`config.mk`:
```
export PLATFORM = sky130hd
export DESIGN_NAME = alu_exec_unit
export DESIGN_NICKNAME = d
export VERILOG_FILES = /design/src/rtl/alu_exec_unit_pkg.sv /design/src/rtl/alu_shift_add_mul.sv /design/src/rtl/alu_exec_unit.sv
export SDC_FILE = /design/constraint.sdc
export NUM_CORES = 1
export LEC_CHECK = 0
export BUFFER_PORTS_ARGS = -buffer_cell sky130_fd_sc_hd__buf_2
export CORE_AREA = 3 3 117 119
export DETAILED_ROUTE_END_ITERATION = 8
export DIE_AREA = 0 0 120 122
export PLACE_DENSITY = 0.78
export SYNTH_ARGS = -nofsm -noshare
export SYNTH_HDL_FRONTEND = slang
export SYNTH_SLANG_ARGS = --single-unit
```
`constraint.sdc`:
```
create_clock -name clk -period 3.2 [get_ports clk]
set_clock_uncertainty 0.2 [all_clocks]
set_input_delay 0.32 -clock clk [delete_from_list [all_inputs] [get_ports clk]]
set_output_delay 0.32 -clock clk [all_outputs]
set_load 0.02 [all_outputs]
```
`src/rtl/alu_exec_unit_pkg.sv`:
```
// ALU control-code constants shared with the ALU control decoder, plus exec-unit FSM states.
// Consumed by alu_exec_unit and, under ALU_MULT_EN, alu_shift_add_mul.
package alu_exec_unit_pkg;

  localparam logic [3:0] ALU_AND = 4'b0000;
  localparam logic [3:0] ALU_OR  = 4'b0001;
  localparam logic [3:0] ALU_ADD = 4'b0010;
  localparam logic [3:0] ALU_SUB = 4'b0110;
  localparam logic [3:0] ALU_SLT = 4'b0111;
  localparam logic [3:0] ALU_NOR = 4'b1100;
  localparam logic [3:0] ALU_MUL = 4'b1000;

  typedef enum logic [1:0] {
    ST_IDLE = 2'd0,
    ST_MUL  = 2'd1,
    ST_DONE = 2'd2
  } exec_state_t;

endpackage

```
`src/rtl/alu_shift_add_mul.sv`:
```
// Shift-add multiplier, low WIDTH bits of the unsigned product; WIDTH iterations after start,
// then done is held with the product until the next edge. No backpressure: the caller latches the product on done.
module alu_shift_add_mul
  import alu_exec_unit_pkg::*;
#(
  parameter int WIDTH = 32
) (
  input  logic             clk,
  input  logic             rst_n,
  input  logic             i_start,
  input  logic [WIDTH-1:0] i_a,
  input  logic [WIDTH-1:0] i_b,
  output logic             o_busy,
  output logic             o_done,
  output logic [WIDTH-1:0] o_product
);

  localparam int MUL_CYCLES = WIDTH;
  localparam int CW         = $clog2(MUL_CYCLES + 1);

  logic [WIDTH-1:0] r_mcand;
  logic [WIDTH-1:0] r_mplier;
  logic [WIDTH-1:0] r_acc;
  logic [CW-1:0]    r_cnt;
  logic             r_busy;

  always_ff @(posedge clk or negedge rst_n) begin
    if (!rst_n) begin
      r_mcand  <= '0;
      r_mplier <= '0;
      r_acc    <= '0;
      r_cnt    <= '0;
      r_busy   <= 1'b0;
    end else if (i_start) begin
      r_mcand  <= i_a;
      r_mplier <= i_b;
      r_acc    <= '0;
      r_cnt    <= CW'(MUL_CYCLES);
      r_busy   <= 1'b1;
    end else if (r_busy) begin
      // Always runs the full count; the done cycle is the one after the last step.
      if (r_cnt != '0) begin
        if (r_mplier[0]) r_acc <= r_acc + r_mcand;
        r_mcand  <= r_mcand << 1;
        r_mplier <= r_mplier >> 1;
        r_cnt    <= r_cnt - CW'(1);
      end else begin
        r_busy <= 1'b0;
      end
    end
  end

  assign o_busy    = r_busy;
  assign o_done    = r_busy && (r_cnt == '0);
  assign o_product = r_acc;

endmodule

```
`src/rtl/alu_exec_unit.sv`:
```
// ALU execute stage: 1-cycle logic/arith, WIDTH+1-cycle MUL when ALU_MULT_EN is defined (else MUL code is illegal).
// Result/flags are registered and held in DONE until out_ready; in_ready only in IDLE.
module alu_exec_unit
  import alu_exec_unit_pkg::*;
#(
  parameter int WIDTH = 32
) (
  input  logic             clk,
  input  logic             rst_n,
  input  logic             in_valid,
  output logic             in_ready,
  input  logic [3:0]       alu_code,
  input  logic [WIDTH-1:0] op_a,
  input  logic [WIDTH-1:0] op_b,
  output logic             out_valid,
  input  logic             out_ready,
  output logic [WIDTH-1:0] result,
  output logic             zero,
  output logic             overflow,
  output logic             illegal
);

  exec_state_t      r_state;
  logic [WIDTH-1:0] r_result;
  logic             r_zero;
  logic             r_ovf;
  logic             r_illegal;

  logic [WIDTH-1:0] w_sum;
  logic [WIDTH-1:0] w_diff;
  logic [WIDTH-1:0] w_res;
  logic             w_ovf;
  logic             w_ill;
  logic             w_is_mul;
  logic             w_accept;

  always_comb begin
    w_sum    = op_a + op_b;
    w_diff   = op_a - op_b;
    w_res    = '0;
    w_ovf    = 1'b0;
    w_ill    = 1'b0;
    w_is_mul = 1'b0;
    case (alu_code)
      ALU_AND: w_res = op_a & op_b;
      ALU_OR:  w_res = op_a | op_b;
      ALU_NOR: w_res = ~(op_a | op_b);
      ALU_ADD: begin
        w_res = w_sum;
        w_ovf = (op_a[WIDTH-1] == op_b[WIDTH-1]) && (w_sum[WIDTH-1] != op_a[WIDTH-1]);
      end
      ALU_SUB: begin
        w_res = w_diff;
        w_ovf = (op_a[WIDTH-1] != op_b[WIDTH-1]) && (w_diff[WIDTH-1] != op_a[WIDTH-1]);
      end
      ALU_SLT: w_res = {{(WIDTH-1){1'b0}}, ($signed(op_a) < $signed(op_b))};
`ifdef ALU_MULT_EN
      ALU_MUL: w_is_mul = 1'b1;
`endif
      default: w_ill = 1'b1;
    endcase
  end

`ifdef ALU_MULT_EN
  logic             w_mul_busy;
  logic             w_mul_done;
  logic [WIDTH-1:0] w_mul_prod;

  alu_shift_add_mul #(.WIDTH(WIDTH)) u_mul (
    .clk       (clk),
    .rst_n     (rst_n),
    .i_start   (w_accept && w_is_mul),
    .i_a       (op_a),
    .i_b       (op_b),
    .o_busy    (w_mul_busy),
    .o_done    (w_mul_done),
    .o_product (w_mul_prod)
  );

  assign in_ready = (r_state == ST_IDLE) && !w_mul_busy;
`else
  assign in_ready = (r_state == ST_IDLE);
`endif

  assign w_accept = in_valid && in_ready;

  always_ff @(posedge clk or negedge rst_n) begin
    if (!rst_n) begin
      r_state   <= ST_IDLE;
      r_result  <= '0;
      r_zero    <= 1'b0;
      r_ovf     <= 1'b0;
      r_illegal <= 1'b0;
    end else begin
      case (r_state)
        ST_IDLE: begin
          if (w_accept) begin
            if (w_is_mul) begin
              r_state <= ST_MUL;
            end else begin
              r_result  <= w_res;
              r_zero    <= (w_res == '0);
              r_ovf     <= w_ovf;
              r_illegal <= w_ill;
              r_state   <= ST_DONE;
            end
          end
        end
`ifdef ALU_MULT_EN
        ST_MUL: begin
          if (w_mul_done) begin
            r_result  <= w_mul_prod;
            r_zero    <= (w_mul_prod == '0);
            r_ovf     <= 1'b0;
            r_illegal <= 1'b0;
            r_state   <= ST_DONE;
          end
        end
`endif
        ST_DONE: begin
          if (out_ready) r_state <= ST_IDLE;
        end
        default: r_state <= ST_IDLE;
      endcase
    end
  end

  assign out_valid = (r_state == ST_DONE);
  assign result    = r_result;
  assign zero      = r_zero;
  assign overflow  = r_ovf;
  assign illegal   = r_illegal;

endmodule

```
==> reports/summary.md, run 1 <==
The flow did not finish. Stage at which the run stopped: global routing. The first error in the log reads "[ERROR GRT-0232] Routing congestion too high. Check the congestion heatmap in the GUI". The total of buffers placed on input and output ports is 108, and the post-DP HPWL is 24.09 mm.

The category of the worst endpoint was a register input. Counting every instance in the synthesized netlist gives 982. Dividing the synthesized area by the synthesized cell count gives 7.144 um2.

CTS placed an instance of sky130_fd_sc_hd__clkbuf_16 at the clock tree root. The run gives 0.7461 as the overall track demand over capacity in global routing. The final global-route overflow total is 2, and the maximum buffer depth of the clock tree is 2. The run gives 1.097 as the final RePlAce weighted congestion. When the netlist entered floorplanning its net count stood at 1154. In the global-route stage, repair_timing last flagged the worst endpoint as zero$_DFFE_PN0P_/D. The starting density of the core is 0.5537. The height of the chip is 122 um, and the H-tree depth is 2. Yosys mapped a number of flops with a built-in enable equal to 0.

The post-synth design cell area was 7015 um2; the number of sinks driven by the clock tree was 36. The logs give 10060 um2 for the standard cell area after detailed placement and 0 for the number of warning messages in the yosys log. After synthesis the netlist holds a flip-flop and latch count of 36. The proportion of synthesized chip area in sequential cells is 0.1284. In the synthesized netlist the dominant register cell turns out to be sky130_fd_sc_hd__dfrtp_1.

The share of async-settable or async-resettable flops after synthesis works out to 1.000. The count of boundary I/O pins was 109. TritonCTS created 5 clock buffers. The die is 120 um wide. Yosys mapped the design onto 91 distinct sky130hd cell types. Entering global routing, the biggest net connects 45 pins.

After floorplanning, the core was divided into 41 placement rows.
==> logic make-up after synthesis <==
family / share of synthesized area
compound gates: 0.3499
xor+xnor: 0.003746
fa+ha+maj: 0.1805
buf+inv: 0.09042
flops: 0.1284
mux: 0.01480
simple gates: 0.2322
==> through the flow <==
step	hold WS [ns]	std cells	setup slack, ns
2_1_floorplan	-0.1756	982	-0.05443
4_1_cts	0.05731	1582	-0.2256
3_3_place_gp	0.2338	1523	-0.7204
3_5_place_dp	0.2403	1523	-0.7753
==> per-layer routing <==
metal  overflow  track usage
met3          0       0.6537
met1          0       0.7240
met5          0       0.3611
met4          1       0.7108
met2          1       0.8995
==> synthesized netlist by cell type, types with 7 or more instances <==
library cell	n	area share
sky130_fd_sc_hd__ha_1	98	0.17
sky130_fd_sc_hd__inv_1	96	0.051
sky130_fd_sc_hd__nor2_1	95	0.051
sky130_fd_sc_hd__nand2_1	94	0.050
sky130_fd_sc_hd__a21oi_1	72	0.051
sky130_fd_sc_hd__o21ai_0	55	0.039
sky130_fd_sc_hd__dfrtp_1	36	0.13
sky130_fd_sc_hd__clkbuf_1	27	0.014
sky130_fd_sc_hd__nor3_1	22	0.016
sky130_fd_sc_hd__buf_2	21	0.015
sky130_fd_sc_hd__nand3_1	19	0.014
sky130_fd_sc_hd__a221oi_1	17	0.021
sky130_fd_sc_hd__nor2b_1	16	0.014
sky130_fd_sc_hd__o21ai_1	16	0.011
sky130_fd_sc_hd__a221o_1	15	0.021
sky130_fd_sc_hd__nor4_1	14	0.012
sky130_fd_sc_hd__a21o_1	13	0.014
sky130_fd_sc_hd__o31ai_1	11	0.012
sky130_fd_sc_hd__nand2b_1	10	0.0089
sky130_fd_sc_hd__o22ai_1	10	0.0089
sky130_fd_sc_hd__nand4_1	9	0.0080
sky130_fd_sc_hd__a211oi_1	8	0.0086
sky130_fd_sc_hd__a22oi_1	8	0.0086
sky130_fd_sc_hd__o221ai_1	8	0.010
sky130_fd_sc_hd__or3_1	8	0.0071
sky130_fd_sc_hd__buf_1	7	0.0037
sky130_fd_sc_hd__mux2i_1	7	0.010
sky130_fd_sc_hd__o2111ai_1	7	0.0087
sky130_fd_sc_hd__o211ai_1	7	0.0075
sky130_fd_sc_hd__o21bai_1	7	0.0075
sky130_fd_sc_hd__or2_2	7	0.0062
==> what timing repair did <==
item / in CTS
endpoints found under the hold margin: 36
buffers inserted: 50
hold buffers: 1
pin swaps: 53
endpoints found under the setup margin: 14
gates resized for setup: 135
==> run 2, diff against run 1 <==
CORE_AREA = 3 3 137 139   (was 3 3 117 119)
DIE_AREA = 0 0 140 142   (was 0 0 120 122)
PLACE_DENSITY = unset   (was 0.78)
PLACE_DENSITY_LB_ADDON = 0.15   (was unset)
==> reports/summary.md, run 2 <==
The run finished, with violations left. The final reports fail on negative setup slack. Of all nets on the critical path, the largest fanout is 4. The first global-routing pass estimated 46.45 mm of wire.

In the layout the commonest cells are sky130_fd_sc_hd__buf_4 (356), sky130_fd_sc_hd__buf_2 (102), sky130_fd_sc_hd__nand2_1 (92). The share of Yosys cell area claimed by the top area cell type is 0.1748, and the count of unique library cells instantiated by Yosys is 91. Averaged over all synthesized cells, the footprint is 7.144 um2.

Mean number of vias per cell: 5.630. In this run the deepest clock path goes through 2 buffers. The floorplan step set the die width to 140 um. Counting flops with a built-in enable in the synthesized netlist gives 0. The worst ir drop on vdd is 326.9 uV.

The final period utilization is 1.076, and the highest attainable clock frequency is 290.4 MHz. The clock period minus final worst setup slack is 3.443 ns. The clock root buffer was sky130_fd_sc_hd__clkbuf_16. The routed layout has 9216 vias.

The share of final-layout standard cells stronger than drive strength 1 is 0.4531, and the starting density of the core is 0.3946. The tools report the initial antenna violation count as 0. Hold timing on the final database bottoms out at a slack of 0.04570 ns. The overall track demand over capacity in global routing was 0.2864. The number of flip-flops in the largest register is 32, and the register area is 900.9 um2. For the via count of the first global-routing pass, the log shows 8721. The post-synthesis cell type with the largest combined area is sky130_fd_sc_hd__ha_1. The total of buffers placed on input and output ports works out to 108. The routed wirelength normalized by instance count is 18.26 um. The post-DP HPWL was 23.80 mm; the share of the core filled with cells in the final layout was 0.6463. The clock-pin slew on the worst setup and hold paths works out to 0.06 ns.

In this run the power density over the cells is 280.4 nW/um2. The final worst slack was -0.2433 ns. The library cell used most frequently in the layout, excluding fill and tap cells, is sky130_fd_sc_hd__buf_4. The logs give 0 for the number of violations of the max-capacitance limit and 2 for the H-tree depth. In this design, the critical path's most frequently occurring cell is sky130_fd_sc_hd__a211oi_4. The DRC violations left was 0; the final RePlAce weighted congestion was 0.9657. For the placeable core region, the log shows 17780 um2. The fill cell total of the finished layout was 1575; the relative slew slack was 0.4786.

Before antenna repair, the detailed router went through 5 iterations. The number of violations reported at the end of detailed-routing iteration 0 was 711; the total detailed-routing wirelength was 29.89 mm. TritonCTS built the clock tree. For the number of slew-limit violations in the final report, the log shows 0. The worst stage delay on the critical path works out to 0.48 ns. The tightest min-delay check is of the input pin to flip-flop type.

The run gives 1154 as the post-synthesis net count. The tools report the post-synth design cell area as 7015 um2. The share of async-settable or async-resettable flops after synthesis was 1.000; the count of final setup violators was 6. In the post-synthesis netlist, the cell with the most instances is sky130_fd_sc_hd__ha_1.

Entering global routing, the biggest net connects 45 pins. Once detail routing completed, the nets flagged for antenna violations numbered 0. The number of sinks driven by the clock tree came out at 36. Library cell contributing the largest single delay on the critical path: sky130_fd_sc_hd__a211oi_4. The run gives 6335 um2 as the multi-input logic area. Setup repair after global routing could not meet its margin everywhere. After synthesis the netlist holds a flip-flop and latch count of 36.

The final layout contains 1579 nets. The logs give 109 for the count of boundary I/O pins and 11490 um2 for the post-layout instance area. In this run the core area contains 49 standard-cell rows.

The insertion delay to the later sink of the worst-skew pair came out at 0.27 ns. The total count of hold-check failures in the final report is 0. Among all flip-flop cells after synthesis, the most frequent one is sky130_fd_sc_hd__dfrtp_1. The height of the chip was 142 um. Counting instances in the post-synthesis netlist gives the leading cell types as sky130_fd_sc_hd__ha_1 (98), sky130_fd_sc_hd__inv_1 (96), sky130_fd_sc_hd__nor2_1 (95), sky130_fd_sc_hd__nand2_1 (94), sky130_fd_sc_hd__a21oi_1 (72). During synthesis, Yosys emitted a total of 0 warnings.

The proportion of synthesized chip area in sequential cells was 0.1284; the area overhead of the layout relative to synthesis was 63.79%. The critical path is of the input pin to flip-flop type. The standard cell area after detailed placement was 10210 um2. The number of clock buffers inserted by TritonCTS came out at 5.

The signal on the critical path passes through buf_8 -> inv_4 -> ha_4 -> inv_2 -> fa_2 -> nor2b_4 -> o311ai_4 -> a211oi_4 -> o31ai_4 -> a211oi_4 -> o21ai_2 -> a311o_1 -> a21oi_2 -> nand4_1 -> a2111oi_2 -> a32o_1. For the pin with the worst max-slew slack, the measured transition is 0.7822 ns. Synthesis handed over a netlist of 982 instances. The die covers 19880 um2. STA classifies the critical path endpoint as a flip-flop.

Data on the critical path arrives at its endpoint at 3.46 ns. Yosys attributes the largest share of cell area to sky130_fd_sc_hd__ha_1 (17%), sky130_fd_sc_hd__dfrtp_1 (13%), sky130_fd_sc_hd__a21oi_1 (5.1%). The static leakage is 5.611 nW, and the required time of the critical path is 3.22 ns. For the final global-route overflow total, the log shows 0. Kind of launch point of the worst setup path: an input pin.

0 antenna diodes ended up in the layout.
-- run 2: cell counts after synthesis --
No cell type changed its count.
-- run 2: critical path, delay by kind of cell --
kind / cells / cell delay (ns)
buffers and inverters: 3 / 0.18
and+or+nand+nor: 2 / 0.32
AOI/OAI and AO/OA: 9 / 2.27
adders and majority gates: 2 / 0.37
-- run 2: logic make-up (layout without fill, tap and decap cells) --
family,after synthesis,count (layout),synth area share
AOI/OAI and AO/OA,342,342,0.3499
xor gates and xnor gates,3,3,0.003746
adders and majority gates,100,100,0.1805
buffers and inverters,159,585,0.09042
DFF,36,36,0.1284
muxes,10,10,0.01480
and+or+nand+nor,332,332,0.2322
-- run 2: layout make-up --
class	count	share of cell area
clock buffers	6	0.01122
clock inverters	2	0.003049
inverters	102	0.03441
multi-input cells	787	0.5513
flip-flops and latches	36	0.07840
well taps	229	0.02493
repair buffers	475	0.2967
-- run 2: per-layer routing --
metal	share of wire	vias up	global-route usage
li1	-	4451	-
met1	0.45	4347	0.4017
met2	0.46	355	0.4806
met3	0.066	63	0.02789
met4	0.028	0	0.06323
met5	0	-	0
-- run 2: timing repair --
item                                    4_1_cts  5_1_grt
hold endpoints to repair                     36        0
endpoints found under the setup margin       13       15
resized for setup                            92       79
buffers inserted                             18       19
hold buffers                                  1        0
pin swaps                                    48       46
-- run 2: final timing paths --
| path | from | to | slack (ns) | cells past startpoint |
|---|---|---|---|---|
| min in group asynchronous | rst_n | result[9]$_DFFE_PN0P_ | 0.48 | 2 |
| max | op_a[0] | zero$_DFFE_PN0P_ | -0.24 | 16 |
| min reg2reg | result[22]$_DFFE_PN0P_ | result[22]$_DFFE_PN0P_ | 0.28 | 2 |
| max reg2reg | r_state[1]$_DFFE_PN0P_ | zero$_DFFE_PN0P_ | 0.44 | 11 |
| max in group asynchronous | rst_n | result[10]$_DFFE_PN0P_ | 1.82 | 2 |
| min | out_ready | r_state[1]$_DFFE_PN0P_ | 0.05 | 2 |
-- run 2: per-stage QoR --
| step | cells | setup slack, ns | power [mW] | TNS (ns) |
|---|---|---|---|---|
| final | 1637 | -0.2433 | 3.222 | -0.5935 |
| after CTS | 1619 | -0.2109 | 3.090 | -0.3301 |
| after global placement | 1592 | -0.7361 | 2.388 | -6.286 |
| after floorplan | 982 | -0.05443 | 1.516 | -0.05443 |
| after detailed placement | 1592 | -0.7533 | 2.399 | -7.002 |
| after global routing | 1637 | -0.3981 | 3.420 | -1.568 |
-- run 2: where the power goes --
group / total (mW) / switching (mW) / leakage, nW / internal (mW)
Clock: 0.541 / 0.176 / 0.0808 / 0.366
Sequential: 0.592 / 0.0544 / 0.468 / 0.538
Combinational: 2.09 / 1.12 / 5.06 / 0.970
(Power assumes the default switching activity.)
==> run 3, diff against run 2 <==
CORE_AREA = 3 3 146 148   (was 3 3 137 139)
DIE_AREA = 0 0 149 151   (was 0 0 140 142)
==> reports/summary.md, run 3 (synthesis gave the netlist of run 2 again) <==
The run gives 1.892 mW as the internal power. The final period utilization was 1.069; the number of nets with antenna violations after detailed routing was 0. Leaving out fill and tap cells, the most frequent cells in the layout are sky130_fd_sc_hd__buf_4 (370), sky130_fd_sc_hd__buf_2 (96), sky130_fd_sc_hd__nor2_1 (89), sky130_fd_sc_hd__nand2_1 (89), sky130_fd_sc_hd__ha_1 (79).

The logs give 0.1086 for the relative slew slack and 8909 for the via count of the first global-routing pass. Across the VDD grid, the largest voltage drop is 213.7 uV. Measured along the y axis, the die boundary spans 151 um. Summed over all failing endpoints, the final setup total negative slack is -0.3901 ns. The share of final-layout standard cells stronger than drive strength 1 is 0.4847. The final worst slack was -0.2209 ns; the slew of the pin with the lowest slew margin was 1.334 ns. The worst hold path terminates at r_state[1]$_DFFE_PN0P_. The area growth from synthesis to layout is 70.88%. Kind of launch point of the worst setup path: an input pin. After global routing the overflow that remains totals 0. The mean number of vias per cell works out to 5.485. For the count of final setup violators, the log shows 2. The worst register-to-register path begins at r_state[1]$_DFFE_PN0P_. The routed layout has 9347 vias. For the initial antenna violation count, the log shows 0. The proportion of total power due to net switching was 0.4244; the routed wirelength normalized by instance count was 18.32 um. Summing all multi-input logic gate instances after layout gives 6502 um2. The tools report the number of violations of the max-capacitance limit as 0. Number of clock buffers inserted by TritonCTS: 5. Most common cell after layout, fill and taps aside: sky130_fd_sc_hd__buf_4. The data arrival time of the critical path is 3.38 ns, and the post-layout instance area is 11990 um2. Input and output buffers added on the ports amount to 108. Before CTS, the worst setup slack after placement is -0.9126 ns. The highest attainable clock frequency was 292.3 MHz. Clock root buffer: sky130_fd_sc_hd__clkbuf_16.

The tools report the fraction of power consumed by combinational cells as 0.675. The run gives 3.16 ns as the required time of the critical path. The net count of the finished layout is 1605. The worst register-to-register path ends at zero$_DFFE_PN0P_.

In this run, placement finished with an instance count of 1637. The final reports fail on negative setup slack. In this run the cell area measured after placement is 10280 um2. The longest clock path from root to sink contains 2 buffers. The total detailed-routing wirelength was 31.22 mm; the register area was 900.9 um2. Setup repair after global routing could not meet its margin everywhere.

The run gives 0.9769 as the final RePlAce weighted congestion. Entering global routing, the biggest net connects 45 pins. The register with the most flip-flops in the layout has 32 of them. The number of slew-limit violations in the final report was 0. For this run, the number of standard cells in the final layout without fillers is 1704. The repair_antennas step left the layout with diodes totalling 0.

For this block, the initial DRC count from the detailed router was 761. The first-pass iteration count of the detailed router was 6; the total count of hold-check failures in the final report was 0. Origin of the worst min-delay path: out_ready.

Counting the fill cells in the layout gives 1870. The tree built by TritonCTS fans out to 36 sinks. The die boundary width was 149 um; the first-pass GRT wire length was 47.71 mm. In this run the worst path has a maximum fanout of 4. Subtracting the final worst setup slack from the clock period gives 3.421 ns.

For the post-DP HPWL, the log shows 24.81 mm. TritonCTS built the clock tree. The H-tree was split into 2 levels. For the worst flop-to-flop path, the logic depth is 11. The signal on the critical path passes through buf_8 -> ha_4 -> inv_4 -> fa_2 -> nor2b_4 -> o31a_1 -> buf_6 -> o2111ai_4 -> and4_4 -> o41ai_4 -> buf_4 -> o2111ai_1 -> a32o_2 -> nor3_2 -> a21oi_1 -> nor4b_4 -> a32o_1. The core region is 20170 um2. For this design the top-level I/O count stands at 109. The largest individual stage delay along the critical path comes from the cell sky130_fd_sc_hd__fa_2.

In the routed design, unresolved DRC markers number 0. The worst hold path belongs to the class input pin to flip-flop. The clock-pin slew on the worst setup and hold paths was 0.05 ns. The number of placement rows is 52, and the setup slack of the worst register-to-register path is 0.50 ns. The static leakage came out at 5.799 nW. On the final layout, the worst hold slack is 0.05456 ns. Element type at the critical path end: a flip-flop. The logs give 0.2629 for the overall track demand over capacity in global routing and 0.27 ns for the insertion delay to the later sink of the worst-skew pair.

For this design the ratio of total power to cell area is 274.2 nW/um2. Type of the worst setup path: input pin to flip-flop. The starting density of the core was 0.3478; the power share of the clock group was 0.146. For the full die area, the log shows 22500 um2. The flow ran to the end, but the final reports show violations. The net load switching power is 1.395 mW, and the hold path depth is 2. The worst stage delay on the critical path is 0.42 ns, and the part of the power in registers is 0.179.
run 3: timing repair:
action,in CTS,in global routing
hold buffers,1,0
pin swaps,65,81
endpoints found under the setup margin,13,13
buffers inserted,40,24
endpoints found under the hold margin,36,0
gates resized for setup,138,95
run 3: stage by stage:
step / util / power [mW]
2_1_floorplan: - / 1.516
3_3_place_gp: 0.5096 / 2.406
3_5_place_dp: 0.5096 / 2.413
4_1_cts: 0.5643 / 3.117
5_1_grt: 0.5944 / 3.480
6_report: 0.5944 / 3.286
run 3: power by group through the flow:
stage	clock [mW]	combinational, mW	sequential, mW
6_report	0.480	2.22	0.588
3_3_place_gp	0	1.81	0.594
3_5_place_dp	0	1.82	0.595
2_1_floorplan	0	0.826	0.690
5_1_grt	0.502	2.38	0.597
4_1_cts	0.485	2.04	0.588
run 3: how the worst max path moves through the flow:
stage	to	depth (start not counted)	from	slack, ns
finish	zero$_DFFE_PN0P_	17	op_b[0]	-0.22
floorplan	zero$_DFFE_PN0P_	14	op_a[0]	-0.05
CTS	zero$_DFFE_PN0P_	18	op_a[0]	-0.18
detailed placement	zero$_DFFE_PN0P_	16	op_a[1]	-0.91
global placement	zero$_DFFE_PN0P_	16	op_a[1]	-0.86
global route	zero$_DFFE_PN0P_	17	op_b[0]	-0.33
run 3: final cells by class:
class / instances / share of cell area
clock inverter: 2 / 0.0008350
inverter: 102 / 0.03403
sequential: 36 / 0.07515
multi-input combinational: 787 / 0.5424
tap: 270 / 0.02818
clock buffer: 6 / 0.01159
timing repair buffer: 501 / 0.3078
run 3: critical path: cells and delay by family:
family	cells	cell delay [ns]
compound gates	7	1.43
simple gates	4	0.59
fa+ha+maj	2	0.57
buf+inv	4	0.45
run 3: per-layer routing:
layer / wire length (um) / GRT usage / vias up
met1: 14310 / 0.3737 / 4418
met5: 0 / 0 / -
li1: - / - / 4506
met2: 14100 / 0.4263 / 375
met4: 646 / 0.06133 / 0
met3: 2160 / 0.03202 / 48
